File: config.mk
export PLATFORM = sky130hd
export DESIGN_NAME = slink_clk_switch_ctrl
export DESIGN_NICKNAME = d
export VERILOG_FILES = /design/src/rtl/slink_clk_switch_ctrl.sv
export SDC_FILE = /design/constraint.sdc
export NUM_CORES = 1
export LEC_CHECK = 0
export ABC_CLOCK_PERIOD_IN_PS = 4400
export CAP_MARGIN = 30
export CORE_MARGIN = 4
export CORE_UTILIZATION = 55
export DETAILED_ROUTE_END_ITERATION = 8
export PLACE_DENSITY = 0.75
export SETUP_SLACK_MARGIN = 0.2
export SYNTH_ARGS = -nofsm -noshare
export SYNTH_HDL_FRONTEND = slang
export SYNTH_SLANG_ARGS = --single-unit
File: constraint.sdc
create_clock -name clk -period 4.4 [get_ports clk]
set_input_delay 0.44 -clock clk [delete_from_list [all_inputs] [get_ports clk]]
set_output_delay 0.44 -clock clk [all_outputs]
set_load 0.01 [all_outputs]
File: src/rtl/slink_clk_switch_ctrl.sv
// rtl/slink_clk_switch_ctrl.sv - refclk-domain sequencer for the link clock glitch-free mux select
module slink_clk_switch_ctrl #(
  parameter int WINDOW_CYC  = 64,
  parameter int MIN_TOGGLES = 4,
  parameter int SETTLE_CYC  = 16,
  parameter int TIMEOUT_CYC = 32
) (
  input  logic       clk,
  input  logic       reset_n,
  input  logic       switch_req,
  input  logic       phy_clk_toggle,
  input  logic       lost_clr,
  output logic       use_phy_clk,
  output logic       switch_done,
  output logic       phy_clk_lost,
  output logic       phy_clk_lost_sts,
  output logic [2:0] state
);

  // One counter width fits every parameter; counters clear on state entry so none can wrap.
  localparam int MAX_AB = (WINDOW_CYC > MIN_TOGGLES) ? WINDOW_CYC : MIN_TOGGLES;
  localparam int MAX_CD = (SETTLE_CYC > TIMEOUT_CYC) ? SETTLE_CYC : TIMEOUT_CYC;
  localparam int MAX_P  = (MAX_AB > MAX_CD) ? MAX_AB : MAX_CD;
  localparam int CW     = $clog2(MAX_P) + 1;

  localparam logic [CW-1:0] WIN_LAST    = CW'(WINDOW_CYC - 1);
  localparam logic [CW-1:0] TGL_MIN     = CW'(MIN_TOGGLES);
  localparam logic [CW-1:0] SETTLE_LAST = CW'(SETTLE_CYC - 1);
  localparam logic [CW-1:0] WD_LAST     = CW'(TIMEOUT_CYC - 1);
  localparam logic [CW-1:0] ONE         = CW'(1);

  typedef enum logic [2:0] {
    IDLE   = 3'd0,
    CHECK  = 3'd1,
    SWITCH = 3'd2,
    ON     = 3'd3,
    BACK   = 3'd4
  } state_t;

  state_t        st;
  logic          sync1;
  logic          sync2;
  logic          sync3;
  logic          tgl_pulse;
  logic [CW-1:0] win_cnt;
  logic [CW-1:0] tgl_cnt;
  logic [CW-1:0] tgl_next;
  logic [CW-1:0] settle_cnt;
  logic [CW-1:0] wd_cnt;

  assign state = st;

  // Bring the phy_clk-domain toggle into refclk and keep one delayed copy for edge detection.
  always_ff @(posedge clk or negedge reset_n) begin
    if (!reset_n) begin
      sync1 <= 1'b0;
      sync2 <= 1'b0;
      sync3 <= 1'b0;
    end else begin
      sync1 <= phy_clk_toggle;
      sync2 <= sync1;
      sync3 <= sync2;
    end
  end

  assign tgl_pulse = sync2 ^ sync3;

  // Toggle count including a pulse arriving this cycle, saturating at the qualify threshold.
  always_comb begin
    tgl_next = tgl_cnt;
    if (tgl_pulse && (tgl_cnt < TGL_MIN)) begin
      tgl_next = tgl_cnt + ONE;
    end
  end

  // Sequencer: qualify, switch, watch, fall back; all outputs are registered.
  always_ff @(posedge clk or negedge reset_n) begin
    if (!reset_n) begin
      st               <= IDLE;
      win_cnt          <= '0;
      tgl_cnt          <= '0;
      settle_cnt       <= '0;
      wd_cnt           <= '0;
      use_phy_clk      <= 1'b0;
      switch_done      <= 1'b0;
      phy_clk_lost     <= 1'b0;
      phy_clk_lost_sts <= 1'b0;
    end else begin
      phy_clk_lost <= 1'b0;
      // A loss detected below in the same cycle overrides this clear.
      if (lost_clr) begin
        phy_clk_lost_sts <= 1'b0;
      end

      case (st)
        IDLE: begin
          if (switch_req && !phy_clk_lost_sts) begin
            st      <= CHECK;
            win_cnt <= '0;
            tgl_cnt <= '0;
          end
        end

        CHECK: begin
          if (!switch_req) begin
            st <= IDLE;
          end else if (win_cnt == WIN_LAST) begin
            if (tgl_next >= TGL_MIN) begin
              st          <= SWITCH;
              use_phy_clk <= 1'b1;
              settle_cnt  <= '0;
            end else begin
              win_cnt <= '0;
              tgl_cnt <= '0;
            end
          end else begin
            win_cnt <= win_cnt + ONE;
            tgl_cnt <= tgl_next;
          end
        end

        // Request changes are not honoured until the mux has settled on phy_clk.
        SWITCH: begin
          if (settle_cnt == SETTLE_LAST) begin
            st          <= ON;
            switch_done <= 1'b1;
            wd_cnt      <= '0;
          end else begin
            settle_cnt <= settle_cnt + ONE;
          end
        end

        ON: begin
          if (!tgl_pulse && (wd_cnt == WD_LAST)) begin
            st               <= BACK;
            use_phy_clk      <= 1'b0;
            switch_done      <= 1'b0;
            settle_cnt       <= '0;
            phy_clk_lost     <= 1'b1;
            phy_clk_lost_sts <= 1'b1;
          end else begin
            wd_cnt <= tgl_pulse ? '0 : (wd_cnt + ONE);
            if (!switch_req) begin
              st          <= BACK;
              use_phy_clk <= 1'b0;
              switch_done <= 1'b0;
              settle_cnt  <= '0;
            end
          end
        end

        // Hold on refclk for a full settle period regardless of the request.
        BACK: begin
          if (settle_cnt == SETTLE_LAST) begin
            st <= IDLE;
          end else begin
            settle_cnt <= settle_cnt + ONE;
          end
        end

        default: begin
          st          <= IDLE;
          use_phy_clk <= 1'b0;
          switch_done <= 1'b0;
        end
      endcase
    end
  end

endmodule

==> results of run 1 <==
[power by group]
part           total (mW)  switching [mW]  leakage [nW]  internal [mW]
registers           0.421          0.0435         0.510          0.378
clock network       0.239           0.120        0.0374          0.119
logic              0.0912          0.0500         0.336         0.0413
[Yosys cell counts, drive strengths merged, types with 2 or more instances]
library cell  instances
o21a                  4
inv                  11
o41ai                 2
mux2i                 4
nand2b                5
a22o                  2
a31oi                 9
nor2b                 2
o21ai                15
buf                   3
nor2                  9
dfrtp                38
nor3                  6
nand2                15
or3                   5
a41oi                 2
a21oi                11
ha                    4
and3                  3
a211oi                2
and2                  4
clkbuf                3
or4                   3
nand3                13
o211ai                3
nand4                 2
[per-layer routing]
layer  global-route usage (%)  up-vias  part of all wire, %
met1                    25.24      748                   46
li1                         -      741                    -
met3                    6.656        6                  4.9
met5                        0        -                    0
met2                    31.41       49                   48
met4                    8.101        0                  1.4
[flip-flops by register name (all words and copies together), names as in the netlist, 3 cells and up]
name and flops:
settle_cnt 7, win_cnt 7, state 3, tgl_cnt 7
wd_cnt 7
[path summary, 6_finish.rpt]
check / depth (start not counted) / endpoint / start / slack, ns
setup / recovery: 6 / wd_cnt[1] / settle_cnt[1] / 2.18
hold / removal: 1 / settle_cnt[6] / reset_n / 0.17
setup reg to reg: 6 / wd_cnt[1] / settle_cnt[1] / 2.18
hold reg to reg: 0 / sync2 / sync1 / 0.37
max in group asynchronous: 1 / state[1] / reset_n / 3.72
min in group clk: 0 / sync2 / sync1 / 0.37
[area by class of cell]
class                      count  area, um^2  share of cell area, %
clock inverter                 3       45.04                  2.105
clock buffer                   5       37.54                  1.754
timing repair buffer          12       110.1                  5.146
multi-input combinational    139       897.1                  41.93
tap                           46       57.56                  2.690
sequential                    38       950.9                  44.44
inverter                      11       41.29                  1.930
[critical path, stage by stage, from the launching register on]
cell and delay (ns):
dfrtp_1 0.40, ha_1 0.26, nand3_1 0.18, nor4_1 0.57, nor2_1 0.15, nor3_4 0.35, mux2i_1 0.22
[metrics by stage]
stage          cells  worst slack (ns)
6_report         254             2.182
5_1_grt          254             1.984
4_1_cts          254             2.206
3_5_place_dp     246             2.275
3_3_place_gp     245             2.113
2_1_floorplan    194             2.522
[cell families (layout without fill, tap and decap cells)]
group | after synthesis | in the layout
and+or+nand+nor | 72 | 72
muxes | 4 | 4
AOI/OAI and AO/OA | 57 | 57
DFF | 38 | 38
adders and majority gates | 4 | 4
xor gates and xnor gates | 2 | 2
buffers and inverters | 17 | 31
==> impl_metrics.env, run 1 <==
export IMPL_clk_pin_slew_ns=0.12
export IMPL_wirelength_mm=3.765
export IMPL_dr_pass1_iters=4
export IMPL_drc=0
export IMPL_synthArstFlopShare_pct=100.0
export IMPL_synth_top_area_share_pct=49.32
export IMPL_ant_nets=0
export IMPL_antenna_found_initial=0
export IMPL_cts_root_buf="clkbuf_4"
export IMPL_yosys_mux_area_fraction_pct=2.077
export IMPL_worstPathArrival_ns=2.50
export IMPL_required_ns=4.68
export IMPL_die_w_um=67.21
export IMPL_die_area_um2=4517
export IMPL_clockBufferDepth=2
export IMPL_htree_levels=2
export IMPL_status="finished, final reports clean"
export IMPL_row_count=21
export IMPL_fmax_mhz=450.9
export IMPL_synthesis_area_um2=1928
export IMPL_cts_resized=0
export IMPL_nFillCells=287
export IMPL_crit_path_start_kind="register"
export IMPL_slew_headroom_pct=45.19
export IMPL_min_period_ns=2.218
export IMPL_n_antenna_cell=0
export IMPL_portBuffers=11
export IMPL_core_um2=3363
export IMPL_final_period_utilization_pct=50.41
export IMPL_synth_xor_area_share_pct=0.9085
export IMPL_clk_latency_ns=0.35
export IMPL_synth_edf_count=0
export IMPL_finalInstanceArea_um2=2140
export IMPL_numCtsBuffers=5
export IMPL_synth_adder_area_share_pct=2.596
export IMPL_synth_top_family_by_area="simple AND/OR/NAND/NOR gates"
export IMPL_setup_viol=0
export IMPL_whs_ns=0.1658
export IMPL_synthSimpleGateAreaFrac_pct=20.77
export IMPL_finalSetupTns_ns=0
export IMPL_cts_sinks=38
export IMPL_via_per_inst=6.079
export IMPL_final_common_cell="dfrtp_1"
export IMPL_cts_hold_buf=0
export IMPL_final_util_pct=63.62
export IMPL_path_max_fanout=7
export IMPL_peakVddDrop_mv=0.2153
export IMPL_wl_per_cell_um=14.82
export IMPL_io_pins=12
export IMPL_crit_type="reg2reg"
export IMPL_synthCells=194
export IMPL_hold_path_class="in2async"
export IMPL_yosys_warnings=0
export IMPL_hold_viol_final=0
export IMPL_ys_top_cells_by_area="dfrtp_1, o21ai_0, nand3_1"
export IMPL_layout_common_cells="dfrtp_1, o21ai_0, nand2_1, nand3_1"
export IMPL_post_cts_buffers=0
export IMPL_globalRouteTotalUtil_pct=19.94
export IMPL_synth_compound_area_share_pct=20.18
export IMPL_synthFlopType="dfrtp_1"
export IMPL_syn2layout_area_growth_pct=10.97
export IMPL_syn_num_nets=203
export IMPL_grt_pass1_wl_mm=6.741
export IMPL_final_nets=216
export IMPL_p_total_mw=0.7522
export IMPL_gp_congestion=0.7735
export IMPL_synth_top_area_cell="dfrtp_1"
export IMPL_crit_path_end_kind="register"
export IMPL_grt_ovfl_total=0
export IMPL_dp_hpwl_mm=2.639
export IMPL_netlist_cell_type_count=47
export IMPL_tightestPinTransition_ns=0.8221
export IMPL_max_cap_viol_count=0
export IMPL_first_global_vias=1545
export IMPL_skew_ns=0.006050
export IMPL_grt_max_degree=39
export IMPL_power_density_nw_per_um2=351.5
export IMPL_initial_core_util_pct=57.33
export IMPL_avgSynthCellArea_um2=9.939
export IMPL_rsz0062_at_grt="false"
export IMPL_cts_tree="yes"
export IMPL_finalMaxSlewViolations=0
export IMPL_p_leak_nw=0.8833
export IMPL_placed_cell_area_um2=2057
export IMPL_ys_seq_elements=38
export IMPL_fp_dieH_um=67.21
export IMPL_vias=1544
export IMPL_first_iter_violations=199
export IMPL_layout_drive_gt1_share_pct=9.135
export IMPL_yosysSeqAreaShare_pct=49.32
Note: power is estimated with default switching activity, not from simulation.
==> run 2, diff against run 1 <==
ABC_CLOCK_PERIOD_IN_PS = 1900   (was 4400)
CORE_UTILIZATION = 52   (was 55)
PLACE_DENSITY = 0.74   (was 0.75)
clock period = 1.9 ns   (was 4.4 ns; I/O delays follow)
==> impl_metrics.env, run 2 (synthesized netlist as in run 1, its figures left out) <==
export IMPL_required_ns=2.08
export IMPL_place_inst=260
export IMPL_initial_core_util_pct=55.59
export IMPL_grt_ovfl_total=0
export IMPL_rr_worst_depth=5
export IMPL_cts_root_buf="clkbuf_8"
export IMPL_startpoint="tgl_cnt[3]"
export IMPL_peakVddDrop_mv=0.5015
export IMPL_via_per_inst=5.870
export IMPL_dp_hpwl_mm=2.841
export IMPL_core_um2=3468
export IMPL_numCtsBuffers=5
export IMPL_violations="hold timing"
export IMPL_nFillCells=275
export IMPL_power_density_nw_per_um2=788.5
export IMPL_p_total_mw=1.941
export IMPL_antenna_found_initial=0
export IMPL_clk_latency_ns=0.29
export IMPL_tightestPinTransition_ns=0.8075
export IMPL_crit_type="reg2reg"
export IMPL_sw_frac_of_total_pct=28.09
export IMPL_rsz0062_at_grt="true"
export IMPL_p_sw_mw=0.5454
export IMPL_path_max_fanout=5
export IMPL_cts_hold_buf=0
export IMPL_worstPathArrival_ns=2.03
export IMPL_layout_common_cells="dfrtp_1, buf_4, nand2_1, nand3_1"
export IMPL_wl_per_cell_um=15.32
export IMPL_cts_sinks=38
export IMPL_status="complete, but fails checks"
export IMPL_whs_ns=-0.01381
export IMPL_internal_power_mw=1.396
export IMPL_multi_input_area_um2=1013
export IMPL_first_iter_violations=191
export IMPL_io_pins=12
export IMPL_ant_nets=0
export IMPL_layout_drive_gt1_share_pct=25.11
export IMPL_fp_dieH_um=68.89
export IMPL_slew_headroom_pct=46.16
export IMPL_finalMaxSlewViolations=0
export IMPL_grt_pass1_wl_mm=7.148
export IMPL_power_share_combinational_pct=14.4
export IMPL_crit_path_end_kind="register"
export IMPL_crit_path_start_kind="register"
export IMPL_final_period_utilization_pct=97.14
export IMPL_die_area_um2=4746
export IMPL_final_nets=239
export IMPL_hold_path_class="in2async"
export IMPL_wirelength_mm=4.243
export IMPL_grt_max_degree=39
export IMPL_dr_pass1_iters=5
export IMPL_setup_viol=0
export IMPL_max_cap_viol_count=0
export IMPL_drc=0
export IMPL_htree_levels=2
export IMPL_register_area_um2=950.9
export IMPL_globalRouteTotalUtil_pct=20.52
export IMPL_clockBufferDepth=2
export IMPL_portBuffers=11
export IMPL_gp_congestion=0.8693
export IMPL_fmax_mhz=541.8
export IMPL_clock_power_share_pct=35.1
export IMPL_p_leak_nw=1.045
export IMPL_skew_ns=0.003038
export IMPL_reg2reg_from="tgl_cnt[3]"
export IMPL_final_util_pct=71.00
export IMPL_cts_tree="yes"
export IMPL_power_share_sequential_pct=50.5
export IMPL_hold_viol_final=38
export IMPL_final_common_cell="dfrtp_1"
export IMPL_reg2reg_to="tgl_cnt[3]"
export IMPL_min_period_ns=1.846
export IMPL_vias=1626
export IMPL_first_global_vias=1551
export IMPL_row_count=21
export IMPL_clk_pin_slew_ns=0.07
export IMPL_n_antenna_cell=0
export IMPL_die_w_um=68.89
export IMPL_rrSetupSlack_ns=0.05
export IMPL_syn2layout_area_growth_pct=27.71
export IMPL_finalNonFillerCells=277
## run 2: changes by cell type in the layout (fill, tap and decap cells not counted), moves of 5 or more
cell	change
buf_4	+24
clkbuf_8	+5
o21ai_0	-7
clkbuf_4	-5
o21ai_1	+6
## run 2: cell type report
| class | instances | area share [%] |
|---|---|---|
| clock buffers | 5 | 2.795 |
| multi-input cells | 139 | 41.16 |
| well taps | 46 | 2.337 |
| clock inverters | 3 | 1.829 |
| flip-flops and latches | 38 | 38.62 |
| repair buffers | 35 | 11.59 |
| inverters | 11 | 1.677 |
## run 2: critical path, cell delays in order, from the launching register on
cell	delay, ns
dfrtp_1	0.38
or4_4	0.57
a211oi_4	0.20
o311ai_2	0.14
or2_4	0.31
and2_1	0.15
## run 2: timing repair
item                                    in CTS  in global routing
endpoints found under the setup margin      30                 31
resized for setup                            9                 14
pin swaps                                    8                  1
setup buffers                                7                  2
## run 2: power groups by stage
| stage | Combinational, mW | Clock [mW] | Sequential [mW] |
|---|---|---|---|
| 2_1_floorplan | 0.167 | 0 | 0.961 |
| 3_3_place_gp | 0.236 | 0 | 0.975 |
| 3_5_place_dp | 0.245 | 0 | 0.981 |
| 4_1_cts | 0.266 | 0.696 | 0.969 |
| 5_1_grt | 0.312 | 0.737 | 0.994 |
| 6_report | 0.280 | 0.681 | 0.981 |
## run 2: worst max-delay path by stage
stage / end / depth (start not counted) / slack [ns]
after global routing: tgl_cnt[1] / 6 / -0.04
after detailed placement: settle_cnt[6] / 5 / 0.01
after global placement: settle_cnt[1] / 5 / 0.08
after floorplan: win_cnt[5] / 7 / 0.02
after CTS: tgl_cnt[4] / 5 / 0.05
final: tgl_cnt[3] / 5 / 0.05
## run 2: stage by stage
stage | worst slack, ns | TNS [ns] | instance area [um^2]
after global routing | -0.03864 | -0.2061 | 2462
after global placement | 0.08229 | 0 | 2177
after floorplan | 0.02284 | 0 | 1941
final | 0.05427 | 0 | 2462
after detailed placement | 0.01222 | 0 | 2177
after CTS | 0.04591 | 0 | 2396
## run 2: layer usage
layer | vias to the layer above | GRT usage (%) | wire length (um)
met5 | - | 0 | 0
met3 | 9 | 5.186 | 206
li1 | 782 | - | -
met1 | 776 | 26.95 | 1868
met4 | 0 | 7.299 | 66
met2 | 59 | 32.86 | 2101
==> run 3, diff against run 2 <==
CORE_UTILIZATION = 45   (was 52)
CTS_CLUSTER_DIAMETER = 40   (was unset)
PLACE_DENSITY = 0.66   (was 0.74)
SKIP_CTS_REPAIR_TIMING = 1   (was unset)
==> impl_metrics.env, run 3 (synthesized netlist as in run 1, its figures left out) <==
export IMPL_grt_max_degree=39
export IMPL_max_cap_viol_count=0
export IMPL_grt_ovfl_total=0
export IMPL_antenna_found_initial=0
export IMPL_rsz0062_at_grt="true"
export IMPL_fmax_mhz=527.1
export IMPL_first_iter_violations=171
export IMPL_power_density_nw_per_um2=720.7
export IMPL_finalSetupTns_ns=0
export IMPL_cts_root_buf="clkbuf_8"
export IMPL_globalRouteTotalUtil_pct=15.93
export IMPL_vias=1656
export IMPL_portBuffers=11
export IMPL_wirelength_mm=4.179
export IMPL_clk_latency_ns=0.28
export IMPL_layout_drive_gt1_share_pct=28.14
export IMPL_crit_path_end_kind="register"
export IMPL_io_pins=12
export IMPL_core_um2=4058
export IMPL_cts_tree="yes"
export IMPL_peakVddDrop_mv=0.5378
export IMPL_required_ns=2.08
export IMPL_grt_busiest_layer="met2"
export IMPL_layout_common_cells="dfrtp_1, buf_4, nand2_1, nand3_1, inv_1"
export IMPL_grt_use_met1_pct=22.24
export IMPL_ant_nets=0
export IMPL_final_period_utilization_pct=99.86
export IMPL_whs_ns=0.0003220
export IMPL_dr_pass1_iters=4
export IMPL_skew_ns=0.002455
export IMPL_use_met2_pct=25.10
export IMPL_numCtsBuffers=5
export IMPL_clk_pin_slew_ns=0.07
export IMPL_via_per_inst=5.893
export IMPL_finalInstanceArea_um2=2480
export IMPL_htree_levels=2
export IMPL_initial_core_util_pct=47.52
export IMPL_min_period_ns=1.897
export IMPL_first_global_vias=1529
export IMPL_fp_dieH_um=73.46
export IMPL_rr_worst_depth=5
export IMPL_place_inst=266
export IMPL_worstPathArrival_ns=2.07
export IMPL_wl_per_cell_um=14.87
export IMPL_final_util_pct=61.12
export IMPL_setup_viol=0
export IMPL_finalMaxSlewViolations=0
export IMPL_drc=0
export IMPL_use_met3_pct=3.694
export IMPL_syn2layout_area_growth_pct=28.62
export IMPL_status="finished, final reports clean"
export IMPL_p_leak_nw=1.061
export IMPL_crit_type="reg2reg"
export IMPL_crit_path_start_kind="register"
export IMPL_n_antenna_cell=0
export IMPL_grt_pass1_wl_mm=6.837
export IMPL_placed_cell_area_um2=2197
export IMPL_final_nets=240
export IMPL_die_area_um2=5396
export IMPL_final_common_cell="dfrtp_1"
export IMPL_die_w_um=73.46
export IMPL_hold_path_class="in2async"
export IMPL_hold_viol_final=0
export IMPL_slew_headroom_pct=44.68
export IMPL_gp_congestion=0.8288
export IMPL_row_count=23
export IMPL_cts_sinks=38
export IMPL_finalNonFillerCells=281
export IMPL_dp_hpwl_mm=2.708
export IMPL_clockBufferDepth=2
export IMPL_path_max_fanout=5
export IMPL_tightestPinTransition_ns=0.8298
==> run 3: cell count changes in the layout (fill, tap and decap cells not counted), sizes merged <==
cell,change
clkinv,+2
clkinvlp,-2
buf,+1
bufinv,-1
==> run 3: worst paths after layout <==
kind                                start  slack [ns]             to
min                               reset_n      0.0003  settle_cnt[5]
max                            tgl_cnt[3]       0.003     tgl_cnt[3]
min in group clk           phy_clk_toggle        0.35          sync1
min reg2reg                         sync1        0.35          sync2
max in group asynchronous         reset_n        1.37     tgl_cnt[6]
max reg2reg                    tgl_cnt[3]       0.003     tgl_cnt[3]
==> run 3: layout make-up <==
type                    count  area, um^2
repair buffers             36       294.0
multi-input cells         139        1052
flip-flops and latches     38       950.9
clock buffers               5       68.82
clock inverters             2       10.01
inverters                  11       41.29
fillers                   320        1578
well taps                  50       62.56
==> run 3: metrics by stage <==
step	power, mW	setup WS (ns)
after floorplan	1.128	0.02284
after global placement	1.213	0.06770
after detailed placement	1.224	-0.01185
after CTS	1.737	-0.03179
after global routing	1.882	-0.05317
final	1.787	0.002701
==> run 3: per-layer routing <==
metal / part of all wire [%] / vias up / routed length (um)
met2: 50 / 50 / 2100
met1: 44 / 810 / 1839
li1: - / 790 / -
met5: 0 / - / 0
met4: 1.2 / 0 / 50
met3: 4.5 / 6 / 188
==> run 3: worst max-delay path, stage by stage, from the launching register on <==
cell	delay, ns
dfrtp_1	0.38
or4_4	0.57
a211oi_4	0.25
o311ai_4	0.14
or2_4	0.31
and2_4	0.14
==> run 3: where the power goes <==
part           leakage (nW)  switching [mW]  internal (mW)
Clock                0.0438           0.270          0.246
Sequential            0.510           0.109          0.876
Combinational         0.507           0.153          0.132
Total                  1.06           0.533           1.25
==> patch: new RTL, flow settings as in run 3 <==
Register the inputs `switch_req` and `lost_clr` before use. The logic sees them one clock later.
--- a/src/rtl/slink_clk_switch_ctrl.sv
+++ b/src/rtl/slink_clk_switch_ctrl.sv
@@ -37,4 +37,12 @@
     BACK   = 3'd4
   } state_t;
+
+  logic switch_req_q;
+  logic lost_clr_q;
+
+  always_ff @(posedge clk) begin
+    switch_req_q <= switch_req;
+    lost_clr_q   <= lost_clr;
+  end
 
   state_t        st;
@@ -89,5 +97,5 @@
       phy_clk_lost <= 1'b0;
       // A loss detected below in the same cycle overrides this clear.
-      if (lost_clr) begin
+      if (lost_clr_q) begin
         phy_clk_lost_sts <= 1'b0;
       end
@@ -95,5 +103,5 @@
       case (st)
         IDLE: begin
-          if (switch_req && !phy_clk_lost_sts) begin
+          if (switch_req_q && !phy_clk_lost_sts) begin
             st      <= CHECK;
             win_cnt <= '0;
@@ -103,5 +111,5 @@
 
         CHECK: begin
-          if (!switch_req) begin
+          if (!switch_req_q) begin
             st <= IDLE;
           end else if (win_cnt == WIN_LAST) begin
@@ -141,5 +149,5 @@
           end else begin
             wd_cnt <= tgl_pulse ? '0 : (wd_cnt + ONE);
-            if (!switch_req) begin
+            if (!switch_req_q) begin
               st          <= BACK;
               use_phy_clk <= 1'b0;
Function: changed (a bounded check fails within 4 cycles, from zero or initial values and one cycle with reset_n low).
==> patch against run 3 <==
Sequential cell count up 2; maximum frequency down 5.2%; the run now ends with negative hold slack, negative setup slack left; die area up 2.8%; setup slack worse by 0.10 ns; cell area up 6.4%; critical endpoint is now tgl_cnt[2]$_DFFE_PN0P_; sequential share of layout area down 0.68 points; via count up 1.6%; combinational power up 16%; power up 10%; area after synthesis up 3.1%; routed wire length up 7.1%; worst hold slack worse by 0.012 ns; first-iteration DRC count down 39%.
==> patch: results (changes against run 3) <==
- Post-DP Area: 0.00226 mm2 (+2.8%)
- Most instantiated cells after synthesis: 38 x dfrtp_1, 19 x nand2_1, 16 x nor2_1
- Power Clock: 679 uW (+31%)
- Final net count: 247 (+2.9%)
- Met2 usage: 0.260 (+0.00950)
- WL/cell: 15.5 um (+4.1%)
- Starting DRT DRC Count: 104 (-39%)
- DP Wirelength: 2900 um (+7.0%)
- Met1 GRT Util: 0.216 (-0.00648)
- GRT Overall Usage: 0.159 (about the same)
- Violated checks: negative hold slack, negative setup slack
- Met3 usage: 0.0351 (-0.00180)
- Met1 Wirelength: 2020 um (+9.8%)
- GP Congestion: 0.884 (+6.7%)
- Count of final setup violators: 9 (+9)
- Placed Instances: 267 (+0.38%)
- Place WS: -0.0569 ns (-0.0451 ns)
- Post-route setup slack: -0.102 ns (-0.104 ns)
- First-pass GRT wire length: 6930 um (+1.4%)
- Vias: 1683 (+1.6%)
- Post-synth ARST share: 0.950 (-0.0500)
- Worst path arrival time: 2.16 ns (+0.09 ns)
- Status: finished with violations
- Setup TNS: -0.608 ns (-0.608 ns)
- LEAKAGE: 1.12 nW (+6.0%)
- Switching pwr: 524 uW (-1.6%)
- Clock root buffer: clkbuf_8
- Main area contributors after synthesis: dfrtp_1 48%, nand2_1 3.6%, a31oi_1 3.1%
- Relative slew slack: 0.446 (-0.000722)
- Fin. Hold Viols: 15 (+15)
- Clock transition at path regs: 0.08 ns
- Synth unique cells: 50 (+6.4%)
- Int Pwr: 1.44 mW (+15%)
- DR WL met3: 187 um (-0.53%)
- Largest net degree at the start of global routing: 39 (unchanged)
- Mean Syn Cell Area: 10.1 um2 (+1.5%)
- Fin Hold WS: -0.0120 ns (-0.0123 ns)
- Combinational logic power: 331 uW (+16%)
- Layout Cells excl Fill: 289 (+2.8%)
- Share of post-route cells with drive strength above 1: 0.310 (+0.0282)
- Vias in the first global route: 1545 (+1.0%)
- Met2 wire len: 2200 um (+4.9%)
- Clock skew: 0.0111 ns (+0.00865 ns)
- Syn nets: 206 (+1.5%)
- Area growth syn-to-layout: 32.7%
- Sequential-to-total area share from yosys stat: 0.498 (+0.00524)
- Worst vdd ir: 0.650 mV (+21%)
-- patch: cell count changes in the layout (fill, tap and decap cells not counted), moves of 3 or more --
cell      change
nor2b_1       +4
and2_4        -3
inv_1         -3
buf_6         +5
nand3_1       -3
nor3_1        -3
nand3b_1      +3
o21a_1        -3
nor2_1        +6
o21ai_0       -5
-- patch: path summary, 6_finish.rpt --
path	from	end	slack (ns)	cells after the start
setup / recovery	tgl_cnt[4]$_DFFE_PN0P_	tgl_cnt[2]$_DFFE_PN0P_	-0.10	5
hold / removal	reset_n	wd_cnt[3]$_DFFE_PN0P_	-0.01	1
setup reg to reg	tgl_cnt[4]$_DFFE_PN0P_	tgl_cnt[2]$_DFFE_PN0P_	-0.10	5
hold reg to reg	sync1$_DFF_PN0_	sync2$_DFF_PN0_	0.36	0
max in group asynchronous	reset_n	state[2]$_DFFE_PN0P_	1.33	1
min in group clk	lost_clr	lost_clr_q$_DFF_P_	0.34	1
-- patch: logic make-up (layout without fill, tap and decap cells) --
group,Yosys count,after routing,synth area share
compound gates,53,53,0.199
xor+xnor,1,1,0.00441
fa+ha+maj,4,4,0.0252
buf+inv,13,55,0.0245
flops,40,40,0.498
mux,5,5,0.0264
simple gates,81,81,0.222
-- patch: final cells by class --
class / instances / area (um2)
Fill cell: 313 / 1510
Multi-Input combinational cell: 144 / 1110
Sequential cell: 40 / 993
Timing Repair Buffer: 39 / 338
Clock buffer: 6 / 72.6
Tap cell: 50 / 62.6
Clock inverter: 2 / 35.0
Inverter: 8 / 30.0
-- patch: worst max-delay path: stages (launching register included) --
cell and delay (ns):
dfrtp_1 0.38, or4_4 0.56, a211o_4 0.32, and2_4 0.19, a211oi_4 0.34, nor2_1 0.09
